[src/rtl/cpu_axi_bridge.sv]
// Bridges the core's sram-like inst/data ports onto a single AXI-style master
// with one transaction outstanding and fixed-priority arbitration.
module cpu_axi_bridge #(
    parameter bit DATA_PRIO = 1'b1
) (
    input  logic        clk,
    input  logic        resetn,
    input  logic        inst_req,
    input  logic [31:0] inst_addr,
    output logic        inst_addr_ok,
    output logic        inst_data_ok,
    output logic [31:0] inst_rdata,
    input  logic        data_req,
    input  logic        data_wr,
    input  logic [1:0]  data_size,
    input  logic [3:0]  data_wstrb,
    input  logic [31:0] data_addr,
    input  logic [31:0] data_wdata,
    output logic        data_addr_ok,
    output logic        data_data_ok,
    output logic [31:0] data_rdata,
    output logic [31:0] araddr,
    output logic [2:0]  arsize,
    output logic        arvalid,
    input  logic        arready,
    input  logic [31:0] rdata,
    input  logic        rvalid,
    output logic        rready,
    output logic [31:0] awaddr,
    output logic [2:0]  awsize,
    output logic        awvalid,
    input  logic        awready,
    output logic [31:0] wdata,
    output logic [3:0]  wstrb,
    output logic        wvalid,
    input  logic        wready,
    input  logic        bvalid,
    output logic        bready
);

    typedef enum logic [2:0] {
        S_IDLE = 3'd0,
        S_AR   = 3'd1,
        S_R    = 3'd2,
        S_W    = 3'd3,
        S_B    = 3'd4
    } state_t;

    // Size code 3 is not a legal core request; treat it as a word access.
    function automatic logic [1:0] norm_size(input logic [1:0] sz);
        norm_size = (sz == 2'd3) ? 2'd2 : sz;
    endfunction

    state_t      r_state;
    state_t      w_next_state;
    logic        r_owner;
    logic [31:0] r_addr;
    logic [1:0]  r_size;
    logic [3:0]  r_wstrb;
    logic [31:0] r_wdata;
    logic        r_aw_done;
    logic        r_w_done;
    logic        w_aw_done_nxt;
    logic        w_w_done_nxt;
    logic        w_grant_data;
    logic        w_grant_inst;
    logic        w_accept_data;
    logic        w_accept_inst;
    logic        w_aw_hs;
    logic        w_w_hs;
    logic        w_rd_done;

    assign w_grant_data  = data_req && (!inst_req || DATA_PRIO);
    assign w_grant_inst  = inst_req && !w_grant_data;
    // Gated by resetn so no request is acknowledged while reset is asserted.
    assign w_accept_data = resetn && (r_state == S_IDLE) && w_grant_data;
    assign w_accept_inst = resetn && (r_state == S_IDLE) && w_grant_inst;

    assign w_aw_hs   = awvalid && awready;
    assign w_w_hs    = wvalid && wready;
    assign w_rd_done = (r_state == S_R) && rvalid;

    assign inst_addr_ok = w_accept_inst;
    assign data_addr_ok = w_accept_data;
    assign inst_data_ok = w_rd_done && !r_owner;
    assign inst_rdata   = inst_data_ok ? rdata : 32'h0000_0000;
    assign data_data_ok = (w_rd_done && r_owner) || ((r_state == S_B) && bvalid);
    assign data_rdata   = (w_rd_done && r_owner) ? rdata : 32'h0000_0000;

    assign araddr  = r_addr;
    assign arsize  = {1'b0, r_size};
    assign arvalid = (r_state == S_AR);
    assign rready  = (r_state == S_R);
    assign awaddr  = r_addr;
    assign awsize  = {1'b0, r_size};
    assign awvalid = (r_state == S_W) && !r_aw_done;
    assign wdata   = r_wdata;
    assign wstrb   = r_wstrb;
    assign wvalid  = (r_state == S_W) && !r_w_done;
    assign bready  = (r_state == S_B);

    // State, handshake flags and request fields captured at acceptance.
    always_ff @(posedge clk or negedge resetn) begin
        if (!resetn) begin
            r_state   <= S_IDLE;
            r_owner   <= 1'b0;
            r_addr    <= 32'h0000_0000;
            r_size    <= 2'd0;
            r_wstrb   <= 4'h0;
            r_wdata   <= 32'h0000_0000;
            r_aw_done <= 1'b0;
            r_w_done  <= 1'b0;
        end else begin
            r_state   <= w_next_state;
            r_aw_done <= w_aw_done_nxt;
            r_w_done  <= w_w_done_nxt;
            if (w_accept_data) begin
                r_owner <= 1'b1;
                r_addr  <= data_addr;
                r_size  <= norm_size(data_size);
                r_wstrb <= data_wstrb;
                r_wdata <= data_wdata;
            end else if (w_accept_inst) begin
                r_owner <= 1'b0;
                r_addr  <= inst_addr;
                r_size  <= 2'd2;
                r_wstrb <= 4'h0;
                r_wdata <= 32'h0000_0000;
            end
        end
    end

    // Next-state and write-handshake bookkeeping.
    always_comb begin
        w_next_state  = r_state;
        w_aw_done_nxt = r_aw_done;
        w_w_done_nxt  = r_w_done;
        case (r_state)
            S_IDLE: begin
                if (w_accept_data) begin
                    w_next_state = data_wr ? S_W : S_AR;
                end else if (w_accept_inst) begin
                    w_next_state = S_AR;
                end else begin
                    w_next_state = S_IDLE;
                end
            end
            S_AR: begin
                if (arready) begin
                    w_next_state = S_R;
                end else begin
                    w_next_state = S_AR;
                end
            end
            S_R: begin
                if (rvalid) begin
                    w_next_state = S_IDLE;
                end else begin
                    w_next_state = S_R;
                end
            end
            S_W: begin
                // Address and data channels complete independently, in any order.
                if ((r_aw_done || w_aw_hs) && (r_w_done || w_w_hs)) begin
                    w_next_state  = S_B;
                    w_aw_done_nxt = 1'b0;
                    w_w_done_nxt  = 1'b0;
                end else begin
                    w_next_state  = S_W;
                    w_aw_done_nxt = r_aw_done || w_aw_hs;
                    w_w_done_nxt  = r_w_done || w_w_hs;
                end
            end
            S_B: begin
                if (bvalid) begin
                    w_next_state = S_IDLE;
                end else begin
                    w_next_state = S_B;
                end
            end
            default: begin
                w_next_state  = S_IDLE;
                w_aw_done_nxt = 1'b0;
                w_w_done_nxt  = 1'b0;
            end
        endcase
    end

endmodule

[config.mk]
export PLATFORM = sky130hd
export DESIGN_NAME = cpu_axi_bridge
export DESIGN_NICKNAME = d
export VERILOG_FILES = /design/src/rtl/cpu_axi_bridge.sv
export SDC_FILE = /design/constraint.sdc
export NUM_CORES = 1
export LEC_CHECK = 0
export BUFFER_PORTS_ARGS = -buffer_cell sky130_fd_sc_hd__clkbuf_2
export CORE_AREA = 2 2 127 129
export CTS_BUF_LIST = sky130_fd_sc_hd__clkbuf_4
export CTS_CLUSTER_DIAMETER = 120
export CTS_CLUSTER_SIZE = 30
export DETAILED_ROUTE_END_ITERATION = 8
export DIE_AREA = 0 0 129 131
export PLACE_DENSITY = 0.54
export SYNTH_ARGS = -nofsm -noshare
export SYNTH_HDL_FRONTEND = slang
export SYNTH_SLANG_ARGS = --single-unit
[constraint.sdc]
create_clock -name clk -period 2.1 [get_ports clk]
set_input_delay 0.42 -clock clk [delete_from_list [all_inputs] [get_ports clk]]
set_output_delay 0.42 -clock clk [all_outputs]
set_load 0.005 [all_outputs]
==> flow_summary_export.csv, run 1 <==
group,metric,value,unit
status,status,"finished with violations",
status,violations,"negative setup slack",
route,via_count,4446,
setup_path,start_kind,"register",
floorplanning,core_area,15600,um^2
route,via_per_inst,4.73,
clock_tree,clk_pin_slew,0.14,ns
setup_path,endpoint,"inst_rdata[16]",
floorplanning,start_util,0.265,
setup_path,rr_worst_depth,11,
grt,first_global_vias,4125,
synth,ys_types,34,
place,dp_slack,0.168,ns
floorplanning,io-pin-count,323,
route,routed_wl,15000,um
power_and_ir_drop,cellPowerDensity,1150,nW/um^2
setup_path,r2r-end,"r_owner$_DFFE_PN0P_",
setup_path,worst-path-max-fanout,33,
synth,synthSimpleGateAreaFrac,0.241,
sta,drv_slew,0,
route,first_iter_violations,188,
synth,synth_compound_area_frac,0.171,
setup_path,r2r_slack,-0.01,ns
floorplanning,dieArea,16900,um^2
synth,synth_flop_cell,"dfrtp_1",
cells_and_area,layout_common_cells,"clkbuf_2, dfrtp_1, nand3_1",
grt,antenna_found_initial,0,
clock_tree,cts_tree,"yes",
floorplanning,rows,46,
sta,slew_headroom,0.459,
route,drc_errors,0,
clock_tree,htreeDepth,3,
clock_tree,cts_root_buf,"clkbuf_4",
run,cap_violations,0,
synth,synthTopCellsByArea,"dfrtp_1, and2_1, nand3_1, a22o_1, buf_4",
synth,synth.area.mux_share,0,
route,firstDrtPassIters,4,
route,drtAntennaViolNets,0,
power_and_ir_drop,leakagePower,3.38,nW
setup_path,cp.required,1.68,ns
cells_and_area,antenna_cells,0,
sta,fmax,463,MHz
floorplanning,chipWidth,129,um
place,dpl.hpwl,11200,um
sta,worst_pin_slew,0.812,ns
synth,synth_top_area_share,0.460,
synth,synth_area,4130,um^2
grt,grt_pass1_wl,21200,um
synth,synth_warnings,0,
grt,grt_util_met2,0.297,
setup_path,crit_path_end_kind,"output pin",
grt,grt.total_usage,0.161,
sta,finalHoldViolCount,0,
cells_and_area,area_growth,50.4,%
cells_and_area,drive_gt1_frac,0.559,
grt,grt_util_met3,0.0334,
sta,fin_crit_sh,1.03,
grt,grt_max_degree,66,
min_path,min_path_type,"input pin to asynchronous set/reset pin",
sta,skew,0.0241,ns
clock_tree,cts_sinks,76,
place,port_buffers,320,
synth,synth_top_family_by_area,"simple AND/OR/NAND/NOR gates",
setup_path,arrival,1.74,ns
cells_and_area,nets,862,
synth,synth_seq_cells,76,
cells_and_area,final_area,6210,um^2
place,globalplace.congestion,0.837,
synth,synth-edff-count,0,
synth,synth_top_area_cell,"dfrtp_1",
clock_tree,cts_buffer_depth,2,
synth,synthXorXnorAreaFrac,0,
sta,finalSetupViolations,66,
cells_and_area,fillCellCount,1583,
place,placed_area,5680,um^2
route,avgRoutedWirePerCell,16.0,um
setup_path,critical_path_class,"register to output pin",
synth,synthAdderAreaFrac,0,
power_and_ir_drop,ir_drop,511,uV
grt,grt_most_used_layer,"met2",
sta,rsz0062_at_grt,"true",
sta,setup_ws,-0.0606,ns
synth,synthArstFlopShare,1.00,
setup_path,timing.rr.start,"r_state[0]$_DFF_PN0_",
grt,gr-total-overflow,0,
synth,synth_cells,425,
synth,yosysSeqAreaShare,0.460,
setup_path,critPathLaunch,"r_state[2]$_DFF_PN0_",
grt,use_met1,0.186,
clock_tree,clock_latency,0.43,ns
cells_and_area,final_common_cell,"clkbuf_2",
clock_tree,numCtsBuffers,9,
floorplanning,die_y,131,um
sta,period_needed,2.16,ns
synth,synth_area_per_cell,9.72,um^2
[routing by layer]
layer / routed length, um / up-vias / share of wire
met5: 0 / - / 0
met4: 263 / 0 / 0.017
met3: 895 / 22 / 0.060
met2: 8030 / 212 / 0.53
met1: 5850 / 2150 / 0.39
li1: - / 2062 / -
[critical path, stage by stage, from the launching register on]
cell and delay (ns):
dfrtp_2 0.45, nor3b_4 0.21, and3b_2 0.23, buf_12 0.16, and2_1 0.16, clkbuf_2 0.12
[area by class of cell]
class	instances	area, um^2	share of cell area
Sequential cell	76	1900	0.306
Clock buffer	10	75.1	0.0121
Timing Repair Buffer	357	2080	0.335
Multi-Input combinational cell	270	1800	0.290
Inverter	4	15.0	0.00242
Clock inverter	6	63.8	0.0103
Tap cell	216	270	0.0435
[report_power, final]
part,leakage [nW],internal [mW],switching (mW)
registers,0.935,2.18,0.615
logic,2.37,1.82,1.63
clock network,0.0744,0.377,0.539
[repair_timing]
item                       CTS  global route
buffers inserted            18             3
hold endpoints to repair    14             0
gates resized for setup      8            56
pin swaps                    5            22
cloned                       0             2
setup endpoints to repair   68            73
hold buffers                 1             0
[logic make-up after synthesis]
group	after synthesis
compound gates	84
other cells	1
flops	76
buf+inv	80
simple gates	184
[worst min-delay path by stage]
stage,endpoint
6_report,araddr[22]$_DFFE_PN0P_
5_1_grt,wdata[11]$_DFFE_PN0P_
4_1_cts,wdata[17]$_DFFE_PN0P_
3_5_place_dp,r_state[0]$_DFF_PN0_
3_3_place_gp,r_state[2]$_DFF_PN0_
2_1_floorplan,araddr[0]$_DFFE_PN0P_
[metrics by stage]
stage	utilization	instances	TNS, ns	hold WS (ns)	power (mW)
after detailed placement	0.364	900	0	0.419	5.96
after CTS	0.383	935	-3.70	0.168	7.07
after floorplan	-	426	0	0.124	4.70
after global placement	0.364	900	0	0.424	5.90
after global routing	0.398	939	-8.83	0.164	7.74
final	0.398	939	-1.29	0.183	7.17
[sequential cells by signal, indices dropped and copies added (netlist names)]
name	cells
r_state	3
wdata	32
r_owner	1
araddr	32
r_aw_done	1
r_size	2
wstrb	4
r_w_done	1
[synthesized netlist by cell type, drive strengths merged (2+ instances only)]
master and instances:
o211ai 2, buf 58, nand3 65, nand2b 2, inv 4, a21oi 2
o21ai 4, dfrtp 76, nand2 36, and2 65, a22o 36, o22ai 2
clkbuf 18, a21o 2, nor2 7, a32oi 32, nor3b 2
(Power assumes the default switching activity.)
==> run 2: changes to the inputs <==
--- a/config.mk
+++ b/config.mk
@@ -6,12 +6,14 @@
 export NUM_CORES = 1
 export LEC_CHECK = 0
 export BUFFER_PORTS_ARGS = -buffer_cell sky130_fd_sc_hd__clkbuf_2
+export CAP_MARGIN = 25
 export CORE_AREA = 2 2 127 129
 export CTS_BUF_LIST = sky130_fd_sc_hd__clkbuf_4
 export CTS_CLUSTER_DIAMETER = 120
 export CTS_CLUSTER_SIZE = 30
 export DETAILED_ROUTE_END_ITERATION = 8
 export DIE_AREA = 0 0 129 131
+export GPL_TIMING_DRIVEN = 0
 export PLACE_DENSITY = 0.54
 export SYNTH_ARGS = -nofsm -noshare
 export SYNTH_HDL_FRONTEND = slang
==> flow_summary_export.csv, run 2 (synthesized netlist as in run 1, its figures left out) <==
group,metric,value,unit
cells_and_area,layout.cells.non_filler,996,
setup_path,start_kind,"register",
cells_and_area,drive_gt1_frac,0.619,
cells_and_area,multiInputGateArea,1890,um^2
floorplanning,dieArea,16900,um^2
cells_and_area,ff_latch_area,1900,um^2
grt,grt.total_usage,0.183,
sta,skew,0.0141,ns
floorplanning,core_area,15600,um^2
cells_and_area,fin_util,0.450,
floorplanning,die_y,131,um
power_and_ir_drop,pwr-share-comb,0.528,
sta,drv_slew,0,
grt,grt_max_degree,41,
route,via_count,4660,
floorplanning,rows,46,
min_path,min_path_type,"input pin to register",
sta,holdWs,0.215,ns
power_and_ir_drop,p_clk_frac,0.118,
sta,fin_crit_sh,1.10,
setup_path,crit_family,"simple AND/OR/NAND/NOR gates",
clock_tree,htreeDepth,3,
setup_path,arrival,1.90,ns
grt,grt_pass1_wl,24000,um
place,dpl.hpwl,12500,um
power_and_ir_drop,intPower,4.95,mW
sta,finalSetupViolations,68,
power_and_ir_drop,p_sw,2.97,mW
cells_and_area,layout_common_cells,"clkbuf_2, buf_6, dfrtp_1",
sta,setup_ws,-0.219,ns
cells_and_area,nets,919,
grt,first_global_vias,4537,
grt,gr-total-overflow,0,
place,globalplace.congestion,0.782,
route,firstDrtPassIters,4,
setup_path,max_stage_delay,0.39,ns
setup_path,crit_chain,"buf_6 -> nor3b_4 -> and3b_2 -> buf_12 -> buf_8 -> and2_4 -> buf_8",
run,cap_violations,0,
power_and_ir_drop,cellPowerDensity,1130,nW/um^2
place,dp_slack,-0.531,ns
setup_path,worst-path-max-fanout,7,
setup_path,critical_path_class,"register to output pin",
cells_and_area,area_growth,69.8,%
power_and_ir_drop,ir_drop,509,uV
cells_and_area,final_common_cell,"clkbuf_2",
setup_path,path_buf_inv,4,
grt,antenna_found_initial,0,
power_and_ir_drop,leakagePower,3.76,nW
sta,fmax,431,MHz
sta,period_needed,2.32,ns
floorplanning,io-pin-count,323,
place,port_buffers,320,
cells_and_area,antenna_cells,0,
sta,rsz0062_at_grt,"true",
clock_tree,numCtsBuffers,9,
floorplanning,chipWidth,129,um
sta,worst_pin_slew,0.612,ns
clock_tree,cts_buffer_depth,2,
clock_tree,cts_sinks,76,
clock_tree,cts_tree,"yes",
floorplanning,start_util,0.265,
power_and_ir_drop,seqPwrFrac,0.354,
sta,finalHoldViolCount,0,
setup_path,cp.required,1.68,ns
route,routed_wl,17100,um
status,violations,"negative setup slack",
clock_tree,cts_root_buf,"clkbuf_4",
setup_path,crit_slowest_cell,"dfrtp_1",
route,avgRoutedWirePerCell,17.2,um
route,first_iter_violations,193,
sta,slew_headroom,0.592,
clock_tree,clock_latency,0.42,ns
place,dpl.cell_count,963,
route,drtAntennaViolNets,0,
clock_tree,clk_pin_slew,0.14,ns
route,via_per_inst,4.68,
setup_path,crit_top_cell,"buf_8",
setup_path,crit_path_end_kind,"output pin",
power_and_ir_drop,p_sw_frac,0.375,
cells_and_area,fillCellCount,1503,
status,status,"finished with violations",
route,drc_errors,0,
-- run 2: layout make-up --
cell class              instances  area share
repair buffers                339       0.316
inverters                       4     0.00214
plain buffers                  75      0.0831
clock inverters                 6     0.00910
flip-flops and latches         76       0.271
multi-input cells             270       0.269
well taps                     216      0.0385
clock buffers                  10      0.0107
-- run 2: what timing repair did --
item                                   CTS  global route
pin swaps                               24            45
gates cloned                             5             1
setup endpoints to repair               68            68
hold buffers                             2             0
endpoints found under the hold margin   36             0
resized for setup                       55           140
setup buffers                            7             3
-- run 2: final timing paths --
check	to	depth (start not counted)	startpoint	slack [ns]
max in group asynchronous	wdata[16]$_DFFE_PN0P_	3	resetn	1.19
setup reg to reg	wdata[5]$_DFFE_PN0P_	8	r_state[0]$_DFF_PN0_	0.29
hold reg to reg	wdata[22]$_DFFE_PN0P_	1	wdata[22]$_DFFE_PN0P_	0.51
setup / recovery	inst_rdata[18]	7	r_state[2]$_DFF_PN0_	-0.22
min in group asynchronous	araddr[31]$_DFFE_PN0P_	3	resetn	0.67
hold / removal	wdata[7]$_DFFE_PN0P_	2	data_wdata[7]	0.21
-- run 2: worst register-to-register path, stage by stage, from the launching register on --
cell     delay (ns)
dfrtp_1        0.41
buf_4          0.15
nor4b_4        0.28
buf_6          0.16
and2_4         0.14
buf_6          0.09
buf_4          0.20
buf_6          0.17
a22o_1         0.15
-- run 2: through the flow --
stage | area [um^2] | power, mW | TNS (ns)
CTS | 6460 | 7.75 | -15.58
finish | 7020 | 7.92 | -12.30
floorplan | 4140 | 4.70 | 0
global placement | 6010 | 6.49 | -112.46
global route | 7020 | 8.53 | -18.01
detailed placement | 6030 | 6.55 | -14.03
-- run 2: per-layer routing --
metal  wire (um)  global-route usage
met1        6490               0.208
met2        9240               0.351
met3        1170              0.0383
met4         216              0.0403
met5           0                   0
-- run 2: power by group through the flow --
stage,Sequential [mW],Combinational [mW],Clock [mW]
after detailed placement,2.82,3.73,0
after global placement,2.81,3.67,0
final,2.81,4.18,0.933
after global routing,2.92,4.58,1.03
after CTS,2.81,3.97,0.973
after floorplan,2.77,1.93,0
